[src/rtl/lwe_a_decomposer_pkg.sv]
// Shared sizing for the a-vector decomposer and the bootstrapping accumulator.
// Q_WIDTH lives here so both blocks agree on the coefficient modulus.
package lwe_a_decomposer_pkg;

  localparam int DEF_LWE_SIZE = 8;
  localparam int DEF_D_R      = 3;
  localparam int DEF_A_WIDTH  = 4;
  localparam int DEF_Q_WIDTH  = 11;

  // $clog2 that never yields a zero-width vector
  function automatic int clog2_min1(input int n);
    return (n > 1) ? $clog2(n) : 1;
  endfunction

endpackage

[src/rtl/lwe_a_decomposer_if.sv]
// Coefficient stream (valid/ready) plus the accumulator a-vector write port.
interface lwe_a_decomposer_if
  import lwe_a_decomposer_pkg::*;
#(
  parameter int Q_WIDTH = DEF_Q_WIDTH,
  parameter int A_WIDTH = DEF_A_WIDTH,
  parameter int ADDR_W  = clog2_min1(DEF_LWE_SIZE * DEF_D_R)
);
  logic               a_valid;
  logic               a_ready;
  logic [Q_WIDTH-1:0] a_data;
  logic               load_a;
  logic [ADDR_W-1:0]  write_addr_a;
  logic [A_WIDTH-1:0] data_a;

  modport master (
    output a_valid, a_data,
    input  a_ready, load_a, write_addr_a, data_a
  );

  modport slave (
    input  a_valid, a_data,
    output a_ready, load_a, write_addr_a, data_a
  );
endinterface

[src/rtl/lwe_a_decomposer.sv]
// Accepts LWE mask coefficients, optionally negates them mod q, and writes their
// base-2^A_WIDTH digits LSB-first into the accumulator a-vector memory.
module lwe_a_decomposer
  import lwe_a_decomposer_pkg::*;
#(
  parameter int LWE_SIZE = DEF_LWE_SIZE,
  parameter int D_R      = DEF_D_R,
  parameter int A_WIDTH  = DEF_A_WIDTH,
  parameter int Q_WIDTH  = DEF_Q_WIDTH,
  parameter int NEGATE   = 1,
  parameter int ADDR_W   = $clog2(LWE_SIZE * D_R)
) (
  input  logic clk,
  input  logic resetn,
  input  logic start,
  output logic busy,
  output logic done,
  lwe_a_decomposer_if.slave bus
);

  localparam int R_W = D_R * A_WIDTH;
  localparam int I_W = clog2_min1(LWE_SIZE);
  localparam int J_W = clog2_min1(D_R);

  typedef enum logic [1:0] {IDLE, ACCEPT, EMIT, FIN} state_t;

  state_t             state_reg, state_next;
  logic [R_W-1:0]     r_reg;
  logic [I_W-1:0]     i_reg;
  logic [J_W-1:0]     j_reg;
  logic [ADDR_W-1:0]  addr_reg;
  logic [Q_WIDTH-1:0] coef_in;
  logic               last_digit;
  logic               last_coef;

  // Two's-complement negation truncated to Q_WIDTH is exactly (q - a) mod q.
  assign coef_in    = (NEGATE != 0) ? (Q_WIDTH'(0) - bus.a_data) : bus.a_data;
  assign last_digit = (j_reg == J_W'(D_R - 1));
  assign last_coef  = (i_reg == I_W'(LWE_SIZE - 1));

  always_ff @(posedge clk) begin
    if (!resetn) state_reg <= IDLE;
    else         state_reg <= state_next;
  end

  always_comb begin
    state_next = state_reg;
    case (state_reg)
      IDLE:    if (start) state_next = ACCEPT;
      ACCEPT:  if (bus.a_valid) state_next = EMIT;
      EMIT:    if (last_digit) state_next = last_coef ? FIN : ACCEPT;
      FIN:     state_next = IDLE;
      default: state_next = IDLE;
    endcase
  end

  always_ff @(posedge clk) begin
    if (!resetn) begin
      r_reg    <= '0;
      i_reg    <= '0;
      j_reg    <= '0;
      addr_reg <= '0;
    end else begin
      case (state_reg)
        IDLE: begin
          if (start) begin
            i_reg    <= '0;
            j_reg    <= '0;
            addr_reg <= '0;
          end
        end
        ACCEPT: begin
          if (bus.a_valid) begin
            r_reg <= R_W'(coef_in);
            j_reg <= '0;
          end
        end
        EMIT: begin
          // Zero-fill from the top as digits are consumed
          r_reg    <= r_reg >> A_WIDTH;
          addr_reg <= addr_reg + ADDR_W'(1);
          if (last_digit) begin
            j_reg <= '0;
            if (!last_coef) i_reg <= i_reg + I_W'(1);
          end else begin
            j_reg <= j_reg + J_W'(1);
          end
        end
        default: ;
      endcase
    end
  end

  assign bus.a_ready      = (state_reg == ACCEPT);
  assign bus.load_a       = (state_reg == EMIT);
  assign bus.write_addr_a = addr_reg;
  assign bus.data_a       = (state_reg == EMIT) ? r_reg[A_WIDTH-1:0] : '0;
  assign busy             = (state_reg == ACCEPT) || (state_reg == EMIT);
  assign done             = (state_reg == FIN);

endmodule

[src/flat_wrapper.sv]
// flat-port wrapper written by rule: the top's interface ports become plain ports
module lwe_a_decomposer_flat import lwe_a_decomposer_pkg::*;
#(
  parameter int LWE_SIZE = DEF_LWE_SIZE,
  parameter int D_R      = DEF_D_R,
  parameter int A_WIDTH  = DEF_A_WIDTH,
  parameter int Q_WIDTH  = DEF_Q_WIDTH,
  parameter int NEGATE   = 1,
  parameter int ADDR_W   = $clog2(LWE_SIZE * D_R)
)
  (clk, resetn, start, busy, done, bus_a_valid, bus_a_data, bus_a_ready, bus_load_a, bus_write_addr_a, bus_data_a);
  lwe_a_decomposer_if #(.Q_WIDTH(Q_WIDTH), .A_WIDTH(A_WIDTH), .ADDR_W(ADDR_W)) bus_i ();
  input  logic clk;
  input  logic resetn;
  input  logic start;
  output logic busy;
  output logic done;
  input wire logic [$bits(bus_i.a_valid)-1:0] bus_a_valid;
  input wire logic [$bits(bus_i.a_data)-1:0] bus_a_data;
  output wire logic [$bits(bus_i.a_ready)-1:0] bus_a_ready;
  output wire logic [$bits(bus_i.load_a)-1:0] bus_load_a;
  output wire logic [$bits(bus_i.write_addr_a)-1:0] bus_write_addr_a;
  output wire logic [$bits(bus_i.data_a)-1:0] bus_data_a;
  assign bus_i.a_valid = bus_a_valid;
  assign bus_i.a_data = bus_a_data;
  assign bus_a_ready = bus_i.a_ready;
  assign bus_load_a = bus_i.load_a;
  assign bus_write_addr_a = bus_i.write_addr_a;
  assign bus_data_a = bus_i.data_a;
  lwe_a_decomposer #(.LWE_SIZE(LWE_SIZE), .D_R(D_R), .A_WIDTH(A_WIDTH), .Q_WIDTH(Q_WIDTH), .NEGATE(NEGATE), .ADDR_W(ADDR_W)) u_core (.clk(clk), .resetn(resetn), .start(start), .busy(busy), .done(done), .bus(bus_i));
endmodule
[config.mk]
export PLATFORM = sky130hd
export DESIGN_NAME = lwe_a_decomposer_flat
export DESIGN_NICKNAME = d
export VERILOG_FILES = /design/src/rtl/lwe_a_decomposer_pkg.sv /design/src/rtl/lwe_a_decomposer_if.sv /design/src/rtl/lwe_a_decomposer.sv /design/src/flat_wrapper.sv
export SDC_FILE = /design/constraint.sdc
export NUM_CORES = 1
export LEC_CHECK = 0
export CORE_ASPECT_RATIO = 1.2
export CORE_MARGIN = 10
export CORE_UTILIZATION = 25
export CTS_CLUSTER_DIAMETER = 100
export DETAILED_ROUTE_END_ITERATION = 8
export GPL_TIMING_DRIVEN = 0
export PLACE_DENSITY = 0.54
export SYNTH_ARGS = -nofsm -noshare
export SYNTH_HDL_FRONTEND = slang
export SYNTH_SLANG_ARGS = --single-unit
[constraint.sdc]
create_clock -name clk -period 2.35 [get_ports clk]
set_input_delay 0.47 -clock clk [delete_from_list [all_inputs] [get_ports clk]]
set_output_delay 0.47 -clock clk [all_outputs]
set_load 0.02 [all_outputs]
After elaboration in Yosys (flattened, before gate mapping):

Cells that the tools add are included.

* bits in registers: 24
* input port bits: 15
* word-level logic and storage cells: 46
* output and inout bits: 13

* add/subtract/negate cells: 4
* equal/unequal tests: 9
* mux-type cells: 18
* reductions and logical operators: 10

Operators by type and width (number)
* 12-bit case mux with 2 select lines: 1
* 2-bit two-way mux: 7
* 12-bit two-way mux: 1
* 1-bit by 11-bit subtractor with 11-bit output (first input constant): 1
* 5-bit case mux with 2 select lines: 1
* 3-bit two-way mux: 3
* 2-bit case mux with 4 select lines: 1
* 2-bit equality test (second input constant): 3
* 2-bit != test (second input constant): 3
* 2-bit case mux with 3 select lines: 1
* 3-bit case mux with 2 select lines: 1
* 3-bit AND reduction: 2
* 5-bit by 1-bit adder with 5-bit output (second input constant): 1
* 5-bit two-way mux: 1
* 4-bit two-way mux: 1
* 2-bit AND reduction: 2
* 4-bit AND reduction: 1
* 2-bit nonzero test: 2
* 3-bit by 1-bit adder with 3-bit output (second input constant): 1
* 3-bit equality test (second input constant): 1
* 3-bit nonzero test: 1
* 2-bit by 1-bit adder with 2-bit output (second input constant): 1
* 2-bit by 1-bit equality test with 1-bit output (second input constant): 1
* 2-bit zero test: 1
* 2 further kinds: 2

Longest topological paths before layout:

Gate-level depths: netlist of the first run.

* depth after elaboration: 4
* gate-level depth with buffers: 8
* mapped depth without buffers: 6

Worst setup path before layout of the first run:

No wires, ideal clock.

* kind: register -> output
* from: reg u_core.state_reg[0]
* to: out bus_data_a[0]
* path slack: 0.358 ns
* buffers on the path: 2
* arrival time: 1.522 ns
* required time: 1.880 ns
* cell stages (with the launch flop): 6
* cell sequence: dfxtp_1 > inv_1 > ha_1 > clkbuf_1 > clkbuf_1 > and2_1

* longest elaborated chain between the ends: 2

Ends and longest elaborated chain
* start: declaration: RTL line lwe_a_decomposer.sv:27 `state_t state_reg, state_next;`
* start signal: assignment: RTL line lwe_a_decomposer.sv:43 `else state_reg <= state_next;`
* 2-bit equality test
* named net bus_load_a: RTL line flat_wrapper.sv:21 `output wire logic [$bits(bus_i.load_a)-1:0] bus_load_a;`
* 4-bit two-way mux: RTL line lwe_a_decomposer.sv:97 `assign bus.data_a = (state_reg == EMIT) ? r_reg[A_WIDTH-1:0] : '0;`
* end: declaration: RTL line flat_wrapper.sv:23 `output wire logic [$bits(bus_i.data_a)-1:0] bus_data_a;`

The timed path passes the listed nets, and every way through them passes these cells.

Worst setup path in the final report of the first run:

* from: reg u_core.state_reg[0]
* to: out bus_data_a[0]

* longest elaborated chain between the ends: 2

Ends and longest elaborated chain (RTL line)
* 2-bit equality test: lwe_a_decomposer.sv:97
* 4-bit two-way mux: lwe_a_decomposer.sv:97

Every way passes these cells.

==> metrics.txt, run 1 <==
H-tree levels=1; first-pass GRT wire length=5.40 mm; Syn Std Cell Area=0.00128 sq mm; max_cap viols=0; clock skew=0.00478 ns; number of synthesized flops with an enable pin=0; met2 routed WL=1.50 mm; ant diodes=0; Total GRT Usage=0.0742; Post-Layout Inst Area=0.00168 sq mm; Initial DRC Count=72; Syn-to-layout area delta=31.2%; Synth area leader=dfxtp_1; DRT Pass-1 Iters=4; DR WL met3=139 um; Least-Margin Pin Slew=0.570 ns; VDD IR max=189 uV; port bufs=27; Post-CTS Setup Bufs=0; CP startpoint kind=flop; vias in the first global route=1216; setup TNS=0 ns; max FFs per register=11; top cells by count, synth=23 x dfxtp_1, 14 x o21ai_0, 13 x nand2_1, 12 x a21oi_1, 10 x nand3_1; clk sinks=23; initial core utilization=0.259; clk_lat worst skew=0.26 ns; CP endpoint kind=output pin; global placement routability congestion=0.734; CTS resizes=8; P per Cell Area=810 mW/mm^2; Seq cells post-synth=23; Slew HR=0.616; die area=0.00838 sq mm; Syn Nets=176; Remaining DRCs=0; total number of vias=1169; routed vias/inst=4.81; CP required=1.88 ns; metal1 wirelength=1.43 mm; final setup vio count=0; Fin. Hold Viols=0; count of cell types in the netlist=36; Final Max Tran Viols=0; final net count=207; Final min period=2.17 ns; worst endpoint data arrival time=1.70 ns; Clock Path Buffers=2; synth warn=0; # rows=28; routed length per instance=12.7 um; CORE AREA=0.00494 sq mm; TritonCTS Buffers=3; leakage power=0.627 nW; fmax=461 MHz; unrepaired setup endpoints after global routing=false; chip height=98.3 um; layout cell share with drive strength beyond 1=0.0546; CTS tree=built; CP Class=flop to output pin; initial antenna violation count=0; largest net degree at the start of global routing=14; Seq/Total Area, Yosys=0.360; Synth Flop Type=dfxtp_1; hold bufs inserted after CTS=0; top cells by area, synth=dfxtp_1 36%, ha_1 7.8%, o21ai_0 5.5%, a21oi_1 4.7%, nand3_1 3.9%; worst min path class=flop to flop; period utilisation layout=0.923; crit-path max FO=12; top layer in use=met4; Async SR Flop Fraction=0; CTS clk-pin slew, worst paths=0.08 ns; post-DP HPWL=2.46 mm; Post-Route WL=3.10 mm; Post-DRT Antenna Nets=0; Die X=85.3 um; Synth Instances=153; status=completed; IO Count=28; count leader, synth=dfxtp_1; grt total ovfl=0; Post-Place Cell Area=0.00162 sq mm; area share of the largest cell type after synthesis=0.360; post-synthesis average cell area=8.35 sq um; root buf cell=clkbuf_8
[power breakdown]
group | total (W) | switching [W] | internal, W | leakage (nW)
Clock | 0.000246 | 0.000128 | 0.000118 | 0.0255
Sequential | 0.000523 | 0.0000511 | 0.000472 | 0.187
Combinational | 0.000589 | 0.000345 | 0.000243 | 0.414
Total | 0.00136 | 0.000524 | 0.000834 | 0.627
[through the flow]
step / total power [W] / hold WS [ns] / worst slack [ns] / utilization / instances
global route: 0.00148 / 0.506 / 0.0528 / 0.339 / 243
CTS: 0.00138 / 0.471 / 0.151 / 0.339 / 243
detailed placement: 0.00112 / 0.459 / -0.353 / 0.329 / 240
global placement: 0.00111 / 0.450 / -0.333 / 0.329 / 240
floorplan: 0.000920 / 0.437 / 0.358 / - / 153
finish: 0.00136 / 0.467 / 0.181 / 0.339 / 243
[critical path, cell delays in order (launching register included)]
cell and delay (ns):
dfxtp_1 0.35, inv_1 0.15, ha_4 0.24, clkbuf_4 0.22, and2_1 0.14, dlygate4sd2_1 0.33
[kinds of logic after synthesis]
logic type | share of synthesized area
buffers and inverters | 0.0323
xor gates and xnor gates | 0.0607
adders and majority gates | 0.0784
muxes | 0.0313
DFF | 0.360
AOI/OAI and AO/OA | 0.180
and+or+nand+nor | 0.257
[area by class of cell]
type                            count  area [sq um]
Fill cell                         524          3260
Sequential cell                    23           460
Clock inverter                      1          5.00
Timing Repair Buffer               27           265
Multi-Input combinational cell    119           788
Buffer                              5          22.5
Tap cell                           60          75.1
Inverter                            5          18.8
Clock buffer                        3          41.3
[per-layer routing]
layer / track usage / up-vias
li1: - / 611
met1: 0.0854 / 531
met3: 0.0216 / 4
met4: 0.0190 / 0
met5: 0 / -
met2: 0.129 / 23
[final timing paths]
path                            start              end  slack [ns]  cells after the start
setup / recovery  u_core.state_reg[0]    bus_data_a[0]        0.18                      5
hold / removal        u_core.i_reg[2]  u_core.i_reg[2]        0.47                      2
setup reg to reg      u_core.i_reg[0]  u_core.i_reg[0]        0.48                      6
hold reg to reg       u_core.i_reg[2]  u_core.i_reg[2]        0.47                      2
[cells in the final DEF (no fill, tap or decap), drive strengths merged, types with 2 or more instances in the layout]
master,instances
dlygate4sd2,4
inv,5
nand2,13
xnor2,5
mux2i,4
xor2,3
nand3,10
or4b,2
a211oi,2
and2,4
dfxtp,23
nand4,2
nor3b,3
a21oi,12
clkdlybuf4s50,23
nor3,6
nor2,9
nand3b,2
nor2b,3
clkbuf,7
ha,8
o22ai,3
nand2b,3
o21ai,15
(Power assumes the default switching activity.)
==> run 2, diff against run 1 <==
HOLD_SLACK_MARGIN = 0.05   (was not set)
PLACE_DENSITY = not set   (was 0.54)
PLACE_DENSITY_LB_ADDON = 0.3   (was not set)
==> run 2 against run 1 <==
Via count decreased by 1.8%. Clock-buffer cell count increased by 1. Largest power group unchanged. Maximum frequency decreased by 0.70%. Design area decreased by 0.22%.
==> metrics.txt, run 2 (same netlist as run 1, synthesis figures left out) <==
CORE AREA=0.00494 sq mm (unchanged); Hold Path Origin=u_core.r_reg[9] (was u_core.i_reg[2]); post-DP HPWL=2.43 mm (was 2.46 mm); layout cell share with drive strength beyond 1=0.0492 (was 0.0546); CP Launch Point=u_core.state_reg[0] (unchanged); VDD IR max=273 uV (was 189 uV); clock skew=0.000687 ns (was 0.00478 ns); grt total ovfl=0 (unchanged); commonest cells after routing, fill and taps aside=23 x clkdlybuf4s50_1, 23 x dfxtp_1, 14 x o21ai_0 (unchanged); initial antenna violation count=0 (unchanged); Post-Layout Cell Count=243 (unchanged); routed vias/inst=4.72 (was 4.81); Least-Margin Pin Slew=0.518 ns (was 0.570 ns); Int Pwr=0.000835 W (was 0.000834 W); Final Max Tran Viols=0 (unchanged); multi-input logic area=788 sq um (unchanged); RR Endpoint=u_core.r_reg[0] (was u_core.i_reg[0]); # rows=28 (unchanged); Post-Place Cell Area=0.00162 sq mm (unchanged); Die X=85.3 um (unchanged); worst min path class=flop to flop (unchanged); Final WS setup=0.166 ns (was 0.181 ns); Total GRT Usage=0.0766 (was 0.0742); worst reg2reg path depth=7 (was 6); Initial DRC Count=64 (was 72); max_cap viols=0 (unchanged); global placement routability congestion=0.740 (was 0.734); pre-CTS setup slack=-0.318 ns (was -0.353 ns); r2r startpoint=u_core.state_reg[1] (was u_core.i_reg[0]); fill count=532 (was 524); post-layout util=0.339 (about the same); largest net degree at the start of global routing=13 (was 14); clk sinks=23 (unchanged); clk_lat worst skew=0.27 ns (was 0.26 ns); die area=0.00838 sq mm (unchanged); final net count=207 (unchanged); NetSw=0.000520 W (was 0.000524 W); total power=0.00135 W (was 0.00136 W); DRT Pass-1 Iters=4 (unchanged); Clock Power Share=0.184 (was 0.181); Sequential Power Share=0.384 (was 0.385); CP startpoint kind=flop (unchanged); CTS resizes=7 (was 8); first-pass GRT wire length=5.43 mm (was 5.40 mm); CP Class=flop to output pin (unchanged); Clock Path Buffers=2 (unchanged); Critical Path Sink=bus_data_a[1] (was bus_data_a[0]); chip height=98.3 um (unchanged); period utilisation layout=0.929 (was 0.923); Slew HR=0.645 (was 0.616); placed cells=240 (unchanged); port bufs=27 (unchanged); crit-path max FO=12 (unchanged); Fin. Hold Viols=0 (unchanged); fmax=458 MHz (was 461 MHz); Post-CTS Setup Bufs=0 (unchanged); total number of vias=1148 (was 1169); status=completed (unchanged); Syn-to-layout area delta=30.9% (was 31.2%); root buf cell=clkbuf_8 (unchanged); CTS tree=built (unchanged); routed length per instance=12.8 um (was 12.7 um); Post-DRT Antenna Nets=0 (unchanged); reg2reg setup slack=0.52 ns (was 0.48 ns); CTS clk-pin slew, worst paths=0.08 ns (about the same); CP endpoint kind=output pin (unchanged); leakage power=0.624 nW (was 0.627 nW); switching share of power=0.384 (was 0.386); Final min period=2.18 ns (was 2.17 ns); Post-Layout Inst Area=0.00167 sq mm (was 0.00168 sq mm); storage element area=460 sq um (unchanged); ant diodes=0 (unchanged); Post-Route WL=3.11 mm (was 3.10 mm); max FFs per register=11 (unchanged); CP required=1.88 ns (about the same); Remaining DRCs=0 (unchanged); hold bufs inserted after CTS=0 (unchanged); unrepaired setup endpoints after global routing=false (unchanged); worst endpoint data arrival time=1.71 ns (was 1.70 ns); initial core utilization=0.259 (unchanged); final setup vio count=0 (unchanged); TritonCTS Buffers=3 (unchanged); vias in the first global route=1213 (was 1216); IO Count=28 (unchanged); combinational power share=0.432 (was 0.433); H-tree levels=1 (unchanged); P per Cell Area=810 mW/mm^2 (about the same)
[run 2: cell types whose count changed in the layout (fill, tap and decap cells not counted)]
cell	change
clkinv_2	-1
clkbuf_4	-1
clkbuf_1	+1
clkbuf_2	+1
[run 2: through the flow]
step	TNS, ns	hold WS [ns]
6_report	0	0.466
5_1_grt	0	0.505
4_1_cts	0	0.474
3_5_place_dp	-1.20	0.463
3_3_place_gp	-1.38	0.451
2_1_floorplan	0	0.437
[run 2: critical path: stages (launching register included)]
cell	delay (ns)
dfxtp_1	0.34
inv_1	0.15
ha_4	0.23
clkbuf_2	0.23
and2_1	0.16
dlygate4sd2_1	0.33
[run 2: final cells by class]
type | instances | area share
Timing Repair Buffer | 27 | 0.159
Multi-Input combinational cell | 119 | 0.471
Buffer | 5 | 0.0120
Clock buffer | 4 | 0.0269
Inverter | 5 | 0.0112
Sequential cell | 23 | 0.275
Tap cell | 60 | 0.0449
[run 2: worst min path at each step]
stage	endpoint	depth (start not counted)	slack, ns
global placement	u_core.i_reg[2]	2	0.45
finish	u_core.r_reg[9]	2	0.47
floorplan	u_core.r_reg[9]	2	0.44
CTS	u_core.r_reg[9]	2	0.47
global route	u_core.i_reg[1]	2	0.51
detailed placement	u_core.r_reg[9]	2	0.46
[run 2: per-layer routing]
metal	wire, um	GRT usage	vias up
met5	0	0	-
met4	49	0.0330	0
met3	160	0.0233	5
met2	1480	0.128	25
met1	1420	0.0869	506
li1	-	-	612
[run 2: power groups by stage]
stage	logic, W	registers [W]	clock network, W
global route	0.000654	0.000536	0.000282
CTS	0.000596	0.000522	0.000257
floorplan	0.000402	0.000518	0
global placement	0.000584	0.000527	0
finish	0.000585	0.000520	0.000249
detailed placement	0.000583	0.000528	0
